--- src/rtl/gen_defines.sv ---
// rtl/gen_defines.sv - shared FSM encodings and instruction-length constants for the branch slave
package gen_defines;

    typedef enum logic {
        IDLE  = 1'b0,
        FLUSH = 1'b1
    } br_state_e;

    localparam int unsigned LEN_RV32 = 4;
    localparam int unsigned LEN_RV16 = 2;

endpackage

--- src/rtl/ex_branch_tgt.sv ---
// rtl/ex_branch_tgt.sv - combinational flush-target mux and adder
import gen_defines::*;

module ex_branch_tgt #(
    parameter int PC_SIZE = 32
) (
    input  logic               mret_i,
    input  logic               dret_i,
    input  logic               fencei_i,
    input  logic               rslv_i,
    input  logic               rv32_i,
    input  logic [PC_SIZE-1:0] pc_i,
    input  logic [PC_SIZE-1:0] imm_i,
    input  logic [PC_SIZE-1:0] epc_i,
    input  logic [PC_SIZE-1:0] dpc_i,
    output logic [PC_SIZE-1:0] tgt_o
);

    logic [PC_SIZE-1:0] len;
    logic [PC_SIZE-1:0] seq_pc;
    logic [PC_SIZE-1:0] jmp_pc;

    assign len    = rv32_i ? PC_SIZE'(LEN_RV32) : PC_SIZE'(LEN_RV16);
    assign seq_pc = pc_i + len;
    assign jmp_pc = pc_i + imm_i;

    // Return instructions outrank fence.i, which outranks the branch outcome.
    always_comb begin
        tgt_o = seq_pc;
        if (mret_i) begin
            tgt_o = epc_i;
        end else if (dret_i) begin
            tgt_o = dpc_i;
        end else if (fencei_i) begin
            tgt_o = seq_pc;
        end else if (rslv_i) begin
            tgt_o = jmp_pc;
        end
    end

endmodule

--- src/rtl/ex_branch_slv.sv ---
// rtl/ex_branch_slv.sv - commit-stage branch slave: flush request FSM and prediction statistics
import gen_defines::*;

module ex_branch_slv #(
    parameter int PC_SIZE = 32,
    parameter int CNT_W   = 32
) (
    input  logic               clk,
    input  logic               rst,
    input  logic               cmt_i_valid,
    output logic               cmt_i_ready,
    input  logic               cmt_i_bjp,
    input  logic               cmt_i_mret,
    input  logic               cmt_i_dret,
    input  logic               cmt_i_fencei,
    input  logic               cmt_i_prdt,
    input  logic               cmt_i_rslv,
    input  logic [PC_SIZE-1:0] cmt_i_pc,
    input  logic [PC_SIZE-1:0] cmt_i_imm,
    input  logic               cmt_i_rv32,
    input  logic [PC_SIZE-1:0] csr_epc_r,
    input  logic [PC_SIZE-1:0] csr_dpc_r,
    output logic               flush_o_valid,
    input  logic               flush_o_ready,
    output logic [PC_SIZE-1:0] flush_o_pc,
    output logic               flush_pend,
    output logic [CNT_W-1:0]   bjp_cnt,
    output logic [CNT_W-1:0]   mispred_cnt
);

    br_state_e          state_q, state_d;
    logic [PC_SIZE-1:0] flush_pc_q, flush_pc_d;
    logic [CNT_W-1:0]   bjp_cnt_q, bjp_cnt_d;
    logic [CNT_W-1:0]   mispred_cnt_q, mispred_cnt_d;
    logic [PC_SIZE-1:0] tgt;
    logic               accept;
    logic               mispred;
    logic               need_flush;

    ex_branch_tgt #(.PC_SIZE(PC_SIZE)) u_tgt (
        .mret_i   (cmt_i_mret),
        .dret_i   (cmt_i_dret),
        .fencei_i (cmt_i_fencei),
        .rslv_i   (cmt_i_rslv),
        .rv32_i   (cmt_i_rv32),
        .pc_i     (cmt_i_pc),
        .imm_i    (cmt_i_imm),
        .epc_i    (csr_epc_r),
        .dpc_i    (csr_dpc_r),
        .tgt_o    (tgt)
    );

    assign mispred    = cmt_i_bjp & (cmt_i_prdt != cmt_i_rslv);
    assign need_flush = cmt_i_mret | cmt_i_dret | cmt_i_fencei | mispred;
    assign accept     = cmt_i_valid & cmt_i_ready;

    // Outputs come straight from state so the IFU never sees a combinational path from cmt_i_*.
    always_comb begin
        state_d       = state_q;
        flush_pc_d    = flush_pc_q;
        bjp_cnt_d     = bjp_cnt_q;
        mispred_cnt_d = mispred_cnt_q;
        cmt_i_ready   = 1'b0;
        flush_o_valid = 1'b0;
        flush_pend    = 1'b0;
        case (state_q)
            IDLE: begin
                cmt_i_ready = 1'b1;
                if (accept) begin
                    if (cmt_i_bjp) begin
                        bjp_cnt_d = bjp_cnt_q + CNT_W'(1);
                    end
                    if (mispred) begin
                        mispred_cnt_d = mispred_cnt_q + CNT_W'(1);
                    end
                    if (need_flush) begin
                        flush_pc_d = tgt;
                        state_d    = FLUSH;
                    end
                end
            end
            FLUSH: begin
                flush_o_valid = 1'b1;
                flush_pend    = 1'b1;
                if (flush_o_ready) begin
                    state_d = IDLE;
                end
            end
            default: state_d = IDLE;
        endcase
    end

    always_ff @(posedge clk or posedge rst) begin
        if (rst) begin
            state_q       <= IDLE;
            flush_pc_q    <= '0;
            bjp_cnt_q     <= '0;
            mispred_cnt_q <= '0;
        end else begin
            state_q       <= state_d;
            flush_pc_q    <= flush_pc_d;
            bjp_cnt_q     <= bjp_cnt_d;
            mispred_cnt_q <= mispred_cnt_d;
        end
    end

    assign flush_o_pc  = flush_pc_q;
    assign bjp_cnt     = bjp_cnt_q;
    assign mispred_cnt = mispred_cnt_q;

endmodule

--- config.mk ---
export PLATFORM = sky130hd
export DESIGN_NAME = ex_branch_slv
export DESIGN_NICKNAME = d
export VERILOG_FILES = /design/src/rtl/gen_defines.sv /design/src/rtl/ex_branch_tgt.sv /design/src/rtl/ex_branch_slv.sv
export SDC_FILE = /design/constraint.sdc
export NUM_CORES = 1
export LEC_CHECK = 0
export ABC_AREA = 1
export CORE_MARGIN = 2
export CORE_UTILIZATION = 53
export CTS_CLUSTER_DIAMETER = 60
export DETAILED_ROUTE_END_ITERATION = 10
export HOLD_SLACK_MARGIN = 0.06
export PLACE_DENSITY = 0.87
export SETUP_SLACK_MARGIN = 0.05
export SYNTH_ARGS = -nofsm -noshare
export SYNTH_HDL_FRONTEND = slang
export SYNTH_SLANG_ARGS = --single-unit
--- constraint.sdc ---
create_clock -name clk -period 6 [get_ports clk]
set_clock_uncertainty 0.15 [all_clocks]
set_input_delay 1.5 -clock clk [delete_from_list [all_inputs] [get_ports clk]]
set_output_delay 1.5 -clock clk [all_outputs]
set_load 0.05 [all_outputs]
## Word-level counts from Yosys, hierarchy flattened

Index checks and enable logic that the tools add are counted.

- Logic and storage cells: 29
- Register bits: 97
- Bits of input ports: 139
- Output and inout port bits: 99

- Eq/ne operators: 1
- Add/subtract/negate cells: 4
- Bitwise operators: 6
- Reductions and logical operators: 3
- Multiplexer cells: 11

Operators with widths:

| operator | number |
|---|---|
| 2-to-1 mux 32 bit | 4 |
| adder 32 x 1 -> 32 bit, second input constant | 2 |
| adder 32 bit | 2 |
| AND reduction 3 bit | 3 |
| 2-to-1 mux 1 bit | 5 |
| 2-to-1 mux 3 bit | 1 |
| OR 1 bit | 3 |
| AND 1 bit | 2 |
| case mux 1 bit (2 select lines) | 1 |
| != test 1 bit | 1 |
| NOT 1 bit | 1 |

## Longest topological paths before layout

Gate-level depths: netlist of run 1.

- Depth after elaboration: 6
- Depth in mapped cells: 16
- Depth with buffers taken out: 16

## By module

A second synthesis of run 1 with hierarchy kept.

- Cell total of the unflattened synthesis: 1500
- Area, all modules: 9071.2 µm²

Modules (own cells, without submodules):

| module | area an instance (µm²) | times used | cells each |
|---|---|---|---|
| ex_branch_slv | 4890.9 | 1 | 640 |
| ex_branch_tgt | 4180.3 | 1 | 860 |

## Worst setup path after synthesis of run 1

Ideal clock, no wire load.

- Path kind: input to register
- From: input cmt_i_pc[0]
- To: register flush_pc_q[30], in the netlist flush_o_pc[30]
- Stages on the path: 14
- Path buffers: 0
- Required time: 5.721 ns
- Setup slack: 2.798 ns
- Arrival: 2.924 ns
- Setup time: 0.129 ns
- Path through: ha_1 -> fa_1 -> nand3_1 -> nand2_1 -> nand2_1 -> nand2_1 -> nand2_1 -> nand2_1 -> nand2_1 -> nand2_1 -> nand2_1 -> nand3_1 -> nand2_1 -> a21oi_1

- Cells in the longest elaborated chain, start to end: 5
- Elaborated cells between the ends (all ways): 6
- Those cells by class: 2 x add/sub; 4 x mux

Ends and longest elaborated chain:

| item | RTL line | source |
|---|---|---|
| from (decl) | ex_branch_slv.sv:18 | `input logic [PC_SIZE-1:0] cmt_i_pc,` |
| adder 32 bit, on equally long branches | ex_branch_tgt.sv:24, ex_branch_tgt.sv:25 |  |
| 2-to-1 mux 32 bit | ex_branch_tgt.sv:36 | `end else if (rslv_i) begin` |
| 2-to-1 mux 32 bit (*) | ex_branch_tgt.sv:34 | `end else if (fencei_i) begin` |
| 2-to-1 mux 32 bit (*) | ex_branch_tgt.sv:32 | `end else if (dret_i) begin` |
| 2-to-1 mux 32 bit (*) | ex_branch_tgt.sv:30 | `if (mret_i) begin` |
| to (signal assigned) | ex_branch_slv.sv:101 | `flush_pc_q <= flush_pc_d;` |
| to (decl) | ex_branch_slv.sv:32 | `logic [PC_SIZE-1:0] flush_pc_q, flush_pc_d;` |

Every way passes the cells marked *; elsewhere a longest branch is shown, timed or not.
A chain may end at the register's enable or synchronous reset.

## Worst setup path after layout of run 1

- From: input cmt_i_mret
- To: register flush_pc_q[16], in the netlist flush_o_pc[16]

- Cells in the longest elaborated chain, start to end: 4
- Elaborated cells between the ends (all ways): 5
- Those cells by class: 1 x mux; 3 x bitwise; 1 x reduce/logical

Ends and longest elaborated chain:

| item | RTL line | source |
|---|---|---|
| from (decl) | ex_branch_slv.sv:13 | `input logic cmt_i_mret,` |
| OR 1 bit (3 in a row) | ex_branch_slv.sv:54 | `assign need_flush = cmt_i_mret \| cmt_i_dret \| cmt_i_fencei \| mispred;` |
| AND reduction 3 bit (no source line) | - |  |

Parallel ways exist; a longest one is shown, timed or not.

==> results of run 1 <==
==> flip-flops by register name, summed over array words and instances (netlist names) <==
signal,flops
bjp_cnt,32
flush_o_pc,32
mispred_cnt,32
state_q,1
==> worst min-delay path, cell delays in order, from the launching register on <==
cell                      delay [ns]
sky130_fd_sc_hd__dfrtp_1        0.34
sky130_fd_sc_hd__nand2_1        0.06
sky130_fd_sc_hd__nand2_1        0.06
==> cells in the final DEF, fill, tap and decap left out, types with 28 or more instances in the layout <==
cell	Yosys	routed
sky130_fd_sc_hd__nand2_1	399	399
sky130_fd_sc_hd__clkdlybuf4s50_1	0	237
sky130_fd_sc_hd__inv_1	197	196
sky130_fd_sc_hd__nor2_1	140	140
sky130_fd_sc_hd__nand3_1	98	98
sky130_fd_sc_hd__dfrtp_1	97	97
sky130_fd_sc_hd__a21oi_1	62	62
sky130_fd_sc_hd__xor2_1	43	43
sky130_fd_sc_hd__ha_1	35	35
sky130_fd_sc_hd__nor3_1	28	28
==> synthesized netlist by cell type, drive strengths merged <==
| cell | number |
|---|---|
| nand2 | 402 |
| inv | 208 |
| nor2 | 153 |
| nand3 | 100 |
| dfrtp | 97 |
| a21oi | 63 |
| xor2 | 43 |
| nor3 | 36 |
| ha | 35 |
| o21ai | 32 |
| nand4 | 23 |
| xnor2 | 22 |
| a221oi | 16 |
| clkbuf | 11 |
| buf | 10 |
| nor4 | 8 |
| o21bai | 8 |
| o22ai | 8 |
| nand3b | 6 |
| or2 | 6 |
| o211ai | 5 |
| and3 | 4 |
| clkinv | 4 |
| a22oi | 3 |
| o21a | 3 |
| a31oi | 2 |
| fa | 2 |
| a21o | 1 |
| o221a | 1 |
==> worst min path at each step <==
stage                              start        endpoint  slack (ns)  depth (start not counted)
after floorplan           flush_o_pc[11]  flush_o_pc[11]        0.61                          2
after global placement    flush_o_pc[26]  flush_o_pc[26]        0.32                          2
after detailed placement  flush_o_pc[26]  flush_o_pc[26]        0.32                          2
after CTS                 flush_o_pc[26]  flush_o_pc[26]        0.34                          2
after global routing      flush_o_pc[18]  flush_o_pc[18]        0.36                          2
final                     flush_o_pc[26]  flush_o_pc[26]        0.33                          2
==> per-stage QoR <==
| stage | worst slack (ns) | power, W | hold slack [ns] | utilization | instances |
|---|---|---|---|---|---|
| 2_1_floorplan | 1.82 | 0.00169 | 0.606 | - | 1312 |
| 3_3_place_gp | 1.78 | 0.00218 | 0.316 | 0.700 | 1749 |
| 3_5_place_dp | 1.76 | 0.00220 | 0.322 | 0.700 | 1749 |
| 4_1_cts | 2.13 | 0.00280 | 0.341 | 0.720 | 1764 |
| 5_1_grt | 1.84 | 0.00294 | 0.364 | 0.720 | 1764 |
| 6_report | 2.10 | 0.00281 | 0.335 | 0.720 | 1765 |
==> cell families after synthesis <==
group	count (synthesis)
AO/OA/AOI/OAI	142
XOR/XNOR	65
adder cells (fa/ha/maj)	37
buffers and inverters	233
flip-flops	97
AND/OR/NAND/NOR	738
==> power by group through the flow <==
stage	registers [W]	clock network, W	logic (W)
final	0.000869	0.000595	0.00134
after floorplan	0.00127	0	0.000421
after CTS	0.000866	0.000599	0.00134
after detailed placement	0.000871	0	0.00133
after global routing	0.000884	0.000624	0.00143
after global placement	0.000874	0	0.00131
==> metal layers <==
metal,GRT usage,vias to the layer above
met5,0,-
met4,0.132,0
met3,0.0668,79
met2,0.563,442
met1,0.445,4384
li1,-,4656
==> area by class of cell <==
type / instances / area (um^2)
antenna: 1 / 2.50
sequential: 97 / 2430
inverter: 212 / 800
tap: 216 / 270
clock inverter: 5 / 65.1
multi-input combinational: 982 / 5100
fill: 1341 / 4400
timing repair buffer: 242 / 2410
clock buffer: 10 / 239
==> out/metrics.sh, run 1 <==
PLACE_HPWL_UM=23300
DRT-PASS1-ITER-COUNT=6
START_UTIL=0.536
TIMING.FINAL.CRIT_SHARE=0.651
IO-PIN-COUNT=238
SYNTH_COMPOUND_GATE_AREA_SHARE=0.100
CTS_SINKS=97
INITIAL_DRC_COUNT=814
POWER.SHARE.COMBINATIONAL=0.478
CRITPATHARRIVALTIME_NS=3.99
CTS.PATH.MAX_BUFFERS=2
ELEMENT_TYPE_AT_THE_CRITICAL_PATH_START='input port'
SYNTH_SEQUENTIAL_AREA_RATIO=0.288
WIRE_LENGTH_OF_THE_FIRST_GLOBAL_ROUTING_PASS_UM=45400
SYNTH.DISTINCT_CELLS=46
WORST_R2R_ENDPOINT='mispred_cnt[18]'
POSTSYNTHAREAPERCELL_UM2=6.42
SWITCHING_POWER_W=0.00125
GP_CONGESTION=0.998
HOLDCRITPATHCLASS='flip-flop to flip-flop'
YOSYSTOPAREACELL='sky130_fd_sc_hd__dfrtp_1'
WORST_RELATIVE_SLEW_SLACK=0.413
TOP_ROUTING_LAYER_IN_USE='met4'
DIE_H_UM=130
DRT-VIAS-PER-INSTANCE=5.42
IO_BUFFERS=237
PLACED_AREA_UM2=11000
TIMING.FINAL.SETUP_VIOLATIONS=0
POWER.DENSITY_CELL_AREA_nW_PER_UM2=248
POST-SYNTH-TOP-AREA-FRACTION=0.288
CTS_INSERTED_BUFFERS=9
WL_MET1_UM=12000
CRIT_PATH_END_KIND='flip-flop'
RSZ0062_AT_GRT='no'
LAYOUT_STAGE_AREA_GROWTH_OVER_THE_SYNTHESIS_RESULT_PCT=34.4
POSTROUTEANTENNANETS=0
MAX_STAGE_DELAY_NS=0.51
PATH_BUF_INV=4
DETAIL_ROUTE.WL_PER_CELL_UM=16.4
MET3_WIRELENGTH_UM=2300
LAYOUT.NETS=1720
TIMING.MAX_CAP.VIOLATIONS=0
DETAIL_ROUTE.WIRELENGTH_UM=28900
MAIN_COMBINATIONAL_CELL_FAMILY_BY_AREA_AFTER_SYNTHESIS='simple AND/OR/NAND/NOR gates'
POSTSYNTHCELLCOUNT=1312
MAX-VDD-IR-DROP_mV=0.185
CRIT_SLOWEST_CELL='sky130_fd_sc_hd__o21a_1'
WORST_R2R_STARTPOINT='state_q'
SYNTH_SEQ_CELLS=97
POWER.CLOCK.FRACTION=0.212
REG2REG_SLACK_NS=3.81
CTS_TREE='done'
SYNTH-SIMPLE-AREA-SHARE=0.381
WORST_SLEW_PIN_SLEW_NS=0.880
CHIPWIDTH_UM=130
FIN_SETUP_TNS_NS=0
CLK_LATENCY_NS=0.35
PATH_CLK_SLEW_NS=0.07
LEAKAGE_POWER_nW=5.62
POST_CTS_RESIZED=0
GR-TOTAL-OVERFLOW=0
SYNTH_FA_HA_AREA_FRAC=0.0568
FMAX_MHz=256
GRT_START_MAX_NET_PINS=62
DRC=0
STATUS='finished, final reports clean'
SYNTHXORXNORAREAFRAC=0.0676
WORST_EP_REQUIRED_TIME_NS=6.09
ANTENNA_FOUND_INITIAL=0
TIMING.FINAL.MAX_SLEW_VIOLATIONS=0
SYNTH_AREA_LEADERS='sky130_fd_sc_hd__dfrtp_1 29%, sky130_fd_sc_hd__nand2_1 18%, sky130_fd_sc_hd__inv_1 8.8%'
CRITPATHMAXFANOUT=31
CRIT_START='cmt_i_mret'
POWER.SEQUENTIAL.FRACTION=0.310
FINISH.INSTANCE_AREA_UM2=11300
SWITCHING_SHARE=0.444
FIRST_GLOBAL_VIAS=9002
DR_TOTAL_VIAS=9561
YOSYSWARNINGCOUNT=0
YOSYS-MUX-AREA-FRACTION=0
NUMBER_OF_PLACEMENT_ROWS=46
TIMING.FINAL.HOLD_VIOLATIONS=0
POSTCTSSETUPREPAIRBUFS=0
CRIT_FAMILY='buffers and inverters'
POST_SYNTH_INSTANCE_AREA_UM2=8420
TIMING_WORST_SETUP_PATH_TYPE='input port to flip-flop'
DEEPEST_LEVEL_OF_THE_CTS_H_TREE=3
DIE_AREA_UM2=16900
CTS.HOLD.BUFFERS_ADDED=0
FIN_CRIT_NS=3.90
LAYOUT_CELLS_SIZED_ABOVE_1=0.0420
CORE_AREA_UM2=15700
MET2_LENGTH_UM=13400
SETUP.WORST_PATH.END='flush_o_pc[16]'
CRITICAL_PATH.CELL_CHAIN='clkdlybuf4s50_1 > buf_4 > inv_2 > nand2_1 > o21ai_1 > o21a_1 > buf_4 > nor2_1 > nand2_1 > nand2_1'
GR-USAGE-ALL-LAYERS=0.342
POWER_REPORT.INTERNAL_TOTAL_W=0.00156
CRIT_PATH_FREQUENT_CELL='sky130_fd_sc_hd__nand2_1'
CRITICAL_PATH_CELL_COUNT=10
WORST_R2R_PATH_DEPTH=8
CLOCKROOTBUFFER='sky130_fd_sc_hd__clkbuf_16'
SYN_NETS=1488
(Power assumes the default switching activity.)
==> run 2, diff against run 1 <==
Settings changed: CORE_UTILIZATION 53 to 45, PLACE_DENSITY 0.87 to 0.79.
Clock period 6 ns to 3.15 ns, I/O delays scaled along.
==> run 2 against run 1 <==
Worst setup slack lost 1.9 ns. Critical path type unchanged. Die area grew 17%. Clock power grew 100%. Routed wire length grew 0.43%. Hold slack worse by 0.0050 ns. Critical path depth rose by 1. Cell count grew 5.4%. Power up 95%. Register-to-register slack worse by 2.8 ns. Global-route usage shrank 5.0 points.
==> out/metrics.sh, run 2 (synthesis gave the netlist of run 1 again) <==
PATH_CLK_SLEW_NS=0.07
WORST_R2R_STARTPOINT='state_q'
FILLERS=1699
RSZ0062_AT_GRT='no'
GP_CONGESTION=0.985
DETAIL_ROUTE.WIRELENGTH_UM=29000
WORST_R2R_ENDPOINT='flush_o_pc[13]'
FINAL-INSTANCE-COUNT-EXCL-FILL=1860
SWITCHING_POWER_W=0.00235
CLOCKROOTBUFFER='sky130_fd_sc_hd__clkbuf_16'
CHIPWIDTH_UM=141
FINALCOREUTILIZATION=0.646
TIMING.FINAL.HOLD_VIOLATIONS=0
IO_BUFFERS=237
POWER.CLOCK.FRACTION=0.216
TIMING.FINAL.MAX_SLEW_VIOLATIONS=0
GRT_START_MAX_NET_PINS=50
DETAIL_ROUTE.WL_PER_CELL_UM=15.6
MAX-VDD-IR-DROP_mV=0.359
TIMING.FINAL.SETUP_VIOLATIONS=0
CORE_AREA_UM2=18500
LAYOUT.NETS=1797
LEAKAGE_POWER_nW=6.01
HOLD_PATH_DEPTH=2
NUMBER_OF_PLACED_CELLS_COUNTING_WELL_TAPS=1844
PLACE_HPWL_UM=24000
TIMING.FINAL.CRIT_SHARE=0.940
DIE_H_UM=141
CRIT_START='cmt_i_pc[0]'
WIRE_LENGTH_OF_THE_FIRST_GLOBAL_ROUTING_PASS_UM=46300
TIMING.MAX_CAP.VIOLATIONS=0
SETUP.WORST_PATH.END='flush_o_pc[12]'
STATUS='finished, final reports clean'
WORST_R2R_PATH_DEPTH=6
POWER_REPORT.INTERNAL_TOTAL_W=0.00313
COMMONEST_CELLS_AFTER_ROUTING_FILL_AND_TAPS_ASIDE='399 x sky130_fd_sc_hd__nand2_1, 237 x sky130_fd_sc_hd__clkdlybuf4s50_1, 196 x sky130_fd_sc_hd__inv_1'
TIMING_WORST_SETUP_PATH_TYPE='input port to flip-flop'
DEEPEST_LEVEL_OF_THE_CTS_H_TREE=3
POWER.SEQUENTIAL.FRACTION=0.301
START_UTIL=0.455
POSTROUTEANTENNANETS=0
ELEMENT_TYPE_AT_THE_CRITICAL_PATH_START='input port'
WORST_SLEW_PIN_SLEW_NS=0.600
HOLD_WS_NS=0.330
CTS.PATH.MAX_BUFFERS=2
CRITPATHMAXFANOUT=4
DIE_AREA_UM2=19800
LAYOUT_STAGE_AREA_GROWTH_OVER_THE_SYNTHESIS_RESULT_PCT=42.2
CTS_INSERTED_BUFFERS=9
DRC=0
FMAX_MHz=338
DETAILEDPLACE.WORSTSLACK_NS=-0.113
NUMBER_OF_PLACEMENT_ROWS=50
POWER.SHARE.COMBINATIONAL=0.482
CTS_TREE='done'
GR-TOTAL-OVERFLOW=0
IO-PIN-COUNT=238
ANTENNA_FOUND_INITIAL=0
HOLDCRITPATHCLASS='flip-flop to flip-flop'
DR_TOTAL_VIAS=9561
MOSTFREQUENTLAYOUTCELL='sky130_fd_sc_hd__nand2_1'
REG2REG_SLACK_NS=1.00
FIRST_GLOBAL_VIAS=9024
DRT-PASS1-ITER-COUNT=7
INITIAL_DRC_COUNT=771
CTS_SINKS=97
WORST_SETUP_SLACK_AFTER_LAYOUT_NS=0.190
FIN_CRIT_NS=2.96
DRT-VIAS-PER-INSTANCE=5.14
WORST_EP_REQUIRED_TIME_NS=3.21
LAYOUT_CELLS_SIZED_ABOVE_1=0.0874
GR-USAGE-ALL-LAYERS=0.291
WORST_RELATIVE_SLEW_SLACK=0.599
CLK_LATENCY_NS=0.34
POWER.DENSITY_CELL_AREA_nW_PER_UM2=458
POSTCTSSETUPREPAIRBUFS=0
SWITCHING_SHARE=0.429
CRIT_PATH_END_KIND='flip-flop'
CRITPATHARRIVALTIME_NS=3.02
run 2: cell count changes in the layout (fill, tap and decap cells not counted), sizes merged:
cell,before,now
inv,209,208
bufinv,1,2
clkbuf,10,11
buf,5,82
clkinv,5,4
run 2: worst min-delay path by stage:
| stage | slack, ns | end | start |
|---|---|---|---|
| after CTS | 0.33 | flush_o_pc[26] | flush_o_pc[26] |
| after detailed placement | 0.31 | flush_o_pc[26] | flush_o_pc[26] |
| final | 0.33 | flush_o_pc[26] | flush_o_pc[26] |
| after global placement | 0.32 | flush_o_pc[18] | flush_o_pc[18] |
| after floorplan | 0.61 | flush_o_pc[11] | flush_o_pc[11] |
| after global routing | 0.36 | flush_o_pc[17] | flush_o_pc[17] |
run 2: layout make-up:
| type | count | area (um^2) | area share |
|---|---|---|---|
| antenna | 1 | 2.50 | 0.000209 |
| clock buffer | 11 | 243 | 0.0203 |
| clock inverter | 4 | 76.3 | 0.00638 |
| inverter | 212 | 801 | 0.0669 |
| multi-input combinational | 982 | 5100 | 0.426 |
| sequential | 97 | 2430 | 0.203 |
| tap | 234 | 293 | 0.0245 |
| timing repair buffer | 319 | 3030 | 0.253 |
run 2: power groups by stage:
stage / registers (W) / logic, W / clock network, W
2_1_floorplan: 0.00242 / 0.000801 / 0
3_3_place_gp: 0.00166 / 0.00260 / 0
3_5_place_dp: 0.00167 / 0.00263 / 0
4_1_cts: 0.00165 / 0.00264 / 0.00120
5_1_grt: 0.00168 / 0.00282 / 0.00126
6_report: 0.00165 / 0.00264 / 0.00119
run 2: metal layers:
layer  up-vias  global-route usage  share of wire  wire length, um
met5         -                   0              0                0
li1       4810                   -              -                -
met1      4348               0.404           0.45            13200
met2       356               0.476           0.45            13000
met3        47              0.0418          0.069             2000
met4         0              0.0842          0.028              809
run 2: metrics by stage:
stage	area, um^2	power (W)	setup TNS [ns]
2_1_floorplan	8420	0.00322	0
3_3_place_gp	11600	0.00427	-0.187
3_5_place_dp	11600	0.00430	-0.769
4_1_cts	12000	0.00549	0
5_1_grt	12000	0.00575	0
6_report	12000	0.00548	0
run 2: worst max-delay path, stage by stage:
cell	delay, ns
sky130_fd_sc_hd__clkdlybuf4s50_1	0.43
sky130_fd_sc_hd__ha_1	0.24
sky130_fd_sc_hd__fa_1	0.41
sky130_fd_sc_hd__nand3_1	0.11
sky130_fd_sc_hd__nand2_1	0.13
sky130_fd_sc_hd__nand3_1	0.10
sky130_fd_sc_hd__nand3_1	0.19
sky130_fd_sc_hd__o21ai_0	0.21
sky130_fd_sc_hd__a21oi_1	0.05
sky130_fd_sc_hd__o21ai_0	0.25
sky130_fd_sc_hd__a21oi_1	0.11
run 2: timing repair:
item                       CTS  global route
resized for setup            0             1
setup endpoints to repair    0             4
hold buffers                 0             0
